File: config.mk
export PLATFORM = sky130hd
export DESIGN_NAME = seq_bcd_converter
export DESIGN_NICKNAME = d
export VERILOG_FILES = /design/src/rtl/seq_bcd_converter.sv
export SDC_FILE = /design/constraint.sdc
export NUM_CORES = 1
export LEC_CHECK = 0
export BUFFER_PORTS_ARGS = -buffer_cell sky130_fd_sc_hd__buf_2
export CORE_MARGIN = 2
export CORE_UTILIZATION = 53
export DETAILED_ROUTE_END_ITERATION = 12
export PLACE_DENSITY = 0.8
export SLEW_MARGIN = 10
export SYNTH_ARGS = -nofsm -noshare
export SYNTH_HDL_FRONTEND = slang
export SYNTH_SLANG_ARGS = --single-unit
File: constraint.sdc
create_clock -name clk -period 1.7 [get_ports clk]
set_input_delay 0.255 -clock clk [delete_from_list [all_inputs] [get_ports clk]]
set_output_delay 0.255 -clock clk [all_outputs]
set_load 0.05 [all_outputs]
File: src/rtl/seq_bcd_converter.sv
// Sequential double-dabble converter: signed/unsigned binary product to sign + packed BCD.
// One shift per clock; the result registers update only when a conversion completes.
//
// state   | meaning
// --------+---------------------------------------------------------------
// ST_IDLE | waiting for start; magnitude and pending sign captured on start
// ST_LOAD | clear BCD scratch, load magnitude into shift register
// ST_SHIFT| add-3 adjust then shift, WIDTH iterations
// ST_DONE | one-cycle done pulse; bcd/sign/valid already registered
module seq_bcd_converter #(
   parameter int WIDTH  = 16,
   parameter int DIGITS = 5
) (
   input  logic                  clk,
   input  logic                  rst,
   input  logic                  clr,
   input  logic                  start,
   input  logic                  signed_mode,
   input  logic [WIDTH-1:0]      binary,
   output logic                  busy,
   output logic                  done,
   output logic                  valid,
   output logic                  sign,
   output logic [4*DIGITS-1:0]   bcd
);

   localparam int BW = 4 * DIGITS;
   localparam int CW = $clog2(WIDTH + 1);
   localparam logic [CW-1:0] LAST_CNT = CW'(WIDTH - 1);

   typedef enum logic [1:0] {
      ST_IDLE,
      ST_LOAD,
      ST_SHIFT,
      ST_DONE
   } state_t;

   state_t           state_q, state_d;
   logic [WIDTH-1:0] mag_q, mag_d;
   logic             pend_sign_q, pend_sign_d;
   logic [WIDTH-1:0] shift_q, shift_d;
   logic [BW-1:0]    scratch_q, scratch_d;
   logic [CW-1:0]    cnt_q, cnt_d;
   logic [BW-1:0]    bcd_q, bcd_d;
   logic             sign_q, sign_d;
   logic             valid_q, valid_d;

   logic [BW-1:0]    adj;
   logic [BW-1:0]    scratch_nxt;
   logic [WIDTH-1:0] mag_in;
   logic             neg_in;

   // Add-3 correction so each digit carries correctly on the following shift.
   always_comb begin
      adj = scratch_q;
      for (int i = 0; i < DIGITS; i++) begin
         if (scratch_q[4*i +: 4] >= 4'd5) begin
            adj[4*i +: 4] = scratch_q[4*i +: 4] + 4'd3;
         end
      end
   end

   assign scratch_nxt = {adj[BW-2:0], shift_q[WIDTH-1]};

   // Most-negative input negates to itself, which is the correct unsigned magnitude.
   assign neg_in = signed_mode & binary[WIDTH-1];
   assign mag_in = neg_in ? (~binary + WIDTH'(1)) : binary;

   always_comb begin
      state_d     = state_q;
      mag_d       = mag_q;
      pend_sign_d = pend_sign_q;
      shift_d     = shift_q;
      scratch_d   = scratch_q;
      cnt_d       = cnt_q;
      bcd_d       = bcd_q;
      sign_d      = sign_q;
      valid_d     = valid_q;

      if (clr) begin
         state_d     = ST_IDLE;
         mag_d       = '0;
         pend_sign_d = 1'b0;
         shift_d     = '0;
         scratch_d   = '0;
         cnt_d       = '0;
         bcd_d       = '0;
         sign_d      = 1'b0;
         valid_d     = 1'b0;
      end else begin
         case (state_q)
            ST_IDLE: begin
               if (start) begin
                  mag_d       = mag_in;
                  pend_sign_d = neg_in;
                  state_d     = ST_LOAD;
               end
            end
            ST_LOAD: begin
               scratch_d = '0;
               shift_d   = mag_q;
               cnt_d     = '0;
               state_d   = ST_SHIFT;
            end
            ST_SHIFT: begin
               scratch_d = scratch_nxt;
               shift_d   = {shift_q[WIDTH-2:0], 1'b0};
               cnt_d     = cnt_q + CW'(1);
               if (cnt_q == LAST_CNT) begin
                  bcd_d   = scratch_nxt;
                  sign_d  = pend_sign_q;
                  valid_d = 1'b1;
                  state_d = ST_DONE;
               end
            end
            ST_DONE: begin
               state_d = ST_IDLE;
            end
            default: begin
               state_d = ST_IDLE;
            end
         endcase
      end
   end

   always_ff @(posedge clk or negedge rst) begin
      if (!rst) begin
         state_q     <= ST_IDLE;
         mag_q       <= '0;
         pend_sign_q <= 1'b0;
         shift_q     <= '0;
         scratch_q   <= '0;
         cnt_q       <= '0;
         bcd_q       <= '0;
         sign_q      <= 1'b0;
         valid_q     <= 1'b0;
      end else begin
         state_q     <= state_d;
         mag_q       <= mag_d;
         pend_sign_q <= pend_sign_d;
         shift_q     <= shift_d;
         scratch_q   <= scratch_d;
         cnt_q       <= cnt_d;
         bcd_q       <= bcd_d;
         sign_q      <= sign_d;
         valid_q     <= valid_d;
      end
   end

   assign busy  = (state_q != ST_IDLE);
   assign done  = (state_q == ST_DONE);
   assign valid = valid_q;
   assign sign  = sign_q;
   assign bcd   = bcd_q;

endmodule

==> results.tsv <==
metric	value	unit
status	complete, no violations	
layout_commonest_cell	dfrtp_1	
ant_nets	0	
firstDrtPassIters	4	
min_path_cells	2	
fp.dieH	92.4	microns
gp_congestion	0.797	
slew_viol_final	0	
grt_pass1_wl	15300	microns
endpoint_kind	primary output	
clk_pin_slew	0.08	ns
worstRegToRegCells	7	
initialDrtViolationCount	165	
drt_wl_total	9190	microns
wire_per_inst	15.3	microns
peakVddDrop	569	uV
path_max_fanout	4	
dieArea	8540	sq um
hpwl	6660	microns
fin_skew	0.0105	ns
start_util	54.2	%
total_power	5.23	mW
routed_via_density	5.54	
critPathLaunchType	flip-flop	
hold_path_end	mag_q[15]$_DFFE_PN0P_	
reg2reg_from	cnt_q[1]$_DFFE_PN0P_	
cts_inserted_buffers	9	
slew_headroom	76.8	%
cts.sinks	82	
leakagePower	2.34	nW
max_freq	611	MHz
placed_area	4720	sq um
cts_tree	yes	
critPathBufInv	3	
yosysSeqAreaShare	49.5	%
htreeDepth	3	
antenna_cells	0	
critPathSlowestCell	dfrtp_1	
finalInstanceArea	5040	sq um
grt_pass1_vias	3343	
syn_nets	465	
cp_slowest_stage_delay	0.42	ns
rows	32	
worstSetupPathType	reg2out	
crit_arrival	1.38	ns
tightest_slew	0.339	ns
clock_path_buffers	2	
min_period	1.64	ns
grt_max_degree	39	
r2r-end	bcd[13]$_DFFE_PN0P_	
maxCapViolCount	0	
whs	0.194	ns
syn_inst	427	
nets	531	
ys_seq_elements	82	
p_per_area	1040	nW/um^2
syn_area	4140	sq um
finalSetupViolations	0	
track_usage	22.6	%
die_w	92.4	microns
drive_gt1_share	24.1	%
core_area	7650	sq um
area_growth	21.6	%
avgSynthCellArea	9.70	sq um
hold_violations	0	
antenna_found_initial	0	
r2r_slack	0.07	ns
timing.final.crit_share	96.2	%
crit_family	flip-flops	
cts_root_buf	clkbuf_8	
yosys_warnings	0	
dr_total_vias	3321	
grt.overflow.total	0	
io_pins	45	
clk_latency	0.35	ns
synth_cell_types	39	
numPortBuffers	44	
path_cells	inv_2 -> ha_2 -> inv_1 -> buf_4	
hold_class	in2reg	
final_cell_mix	79 x dfrtp_1, 53 x nor2_1, 46 x nand2_1	
worstHoldStart	binary[15]	
drc	0	
crit_required	1.44	ns
-- power breakdown --
group | switching (mW) | internal (mW)
Combinational | 0.821 | 0.557
Sequential | 0.102 | 2.09
Clock | 0.690 | 0.975
-- per-stage QoR --
step | setup TNS, ns | std cells | util (%) | setup slack (ns)
floorplan | 0 | 427 | - | 0.0261
global placement | 0 | 583 | 61.7 | 0.0487
detailed placement | -0.0174 | 583 | 61.7 | -0.0102
CTS | 0 | 600 | 65.0 | 0.00945
global route | -0.0140 | 600 | 65.9 | -0.0140
finish | 0 | 600 | 65.9 | 0.0646
-- how the worst max path moves through the flow --
stage,cells after the start,from,end,slack [ns]
6_report,4,state_q[0]$_DFFE_PN0P_,busy,0.06
5_1_grt,6,scratch_q[1]$_DFFE_PN0P_,scratch_q[2]$_DFFE_PN0P_,-0.01
4_1_cts,7,cnt_q[1]$_DFFE_PN0P_,bcd[13]$_DFFE_PN0P_,0.009
3_5_place_dp,7,cnt_q[1]$_DFFE_PN0P_,bcd[5]$_DFFE_PN0P_,-0.01
3_3_place_gp,6,cnt_q[1]$_DFFE_PN0P_,bcd[19]$_DFFE_PN0P_,0.05
2_1_floorplan,7,cnt_q[1]$_DFFE_PN0P_,bcd[11]$_DFFE_PN0P_,0.03
-- worst reg2reg max path, cell delays in order (launching register included) --
cell and delay [ns]:
dfrtp_1 0.40, ha_4 0.16, and3_4 0.19, ha_4 0.15, and2_4 0.20, nor2_4 0.06, buf_12 0.14, a22o_1 0.23
-- cell type report --
class	count	area [sq um]
Fill cell	616	2610
Sequential cell	82	2060
Multi-Input combinational cell	306	2020
Timing Repair Buffer	75	527
Clock buffer	11	131
Tap cell	102	128
Clock inverter	5	103
Inverter	19	71.3
-- timing repair --
action,4_1_cts,5_1_grt
buffers inserted,0,0
pin swaps,0,1
hold endpoints to repair,26,0
resized for setup,4,19
endpoints found under the setup margin,11,37
hold buffers,1,0
-- Yosys cell counts (all sizes together) --
cell | n | area, sq um
nand2b | 6 | 37.5
a2111oi | 1 | 8.76
o22ai | 1 | 6.26
a21oi | 26 | 130
and2 | 1 | 6.26
a31oi | 3 | 18.8
or3b | 2 | 17.5
a41oi | 3 | 26.3
o41ai | 1 | 16.3
nand3 | 2 | 22.5
a22o | 14 | 123
buf | 6 | 30.0
a32o | 2 | 20.0
o21ai | 46 | 230
mux2i | 18 | 180
a32oi | 1 | 8.76
a21o | 4 | 30.0
a311oi | 5 | 43.8
nand4 | 1 | 6.26
nand2 | 46 | 173
mux2 | 5 | 56.3
nor3 | 17 | 90.1
dfrtp | 82 | 2050
and3 | 2 | 13.8
clkbuf | 14 | 52.6
xnor2 | 17 | 149
nor2 | 54 | 203
nand3b | 3 | 22.5
ha | 17 | 213
inv | 19 | 71.3
nor4 | 1 | 21.3
and3b | 1 | 8.76
or4 | 1 | 11.3
xor2 | 5 | 43.8
-- flip-flops by register name (all words and copies together) (netlist names), 2 cells and up --
| register | flops |
|---|---|
| state_q | 2 |
| scratch_q | 20 |
| shift_q | 16 |
| cnt_q | 5 |
| bcd | 20 |
| mag_q | 16 |
-- layer usage --
metal,vias to the layer above,track usage (%),routed length [microns]
met5,-,0,0
li1,1612,-,-
met3,14,3.74,302
met4,0,8.46,173
met1,1628,27.6,3950
met2,67,40.1,4770
-- cells by family (layout without fill, tap and decap cells) --
| logic type | Yosys count | count (layout) | share of synthesized area (%) |
|---|---|---|---|
| buffers and inverters | 39 | 110 | 3.71 |
| xor gates and xnor gates | 22 | 22 | 4.65 |
| DFF | 82 | 82 | 49.5 |
| muxes | 23 | 23 | 5.71 |
| AOI/OAI and AO/OA | 107 | 107 | 16.0 |
| adders and majority gates | 17 | 17 | 5.13 |
| and+or+nand+nor | 137 | 137 | 15.3 |
Power figures use the tool's default switching activity.
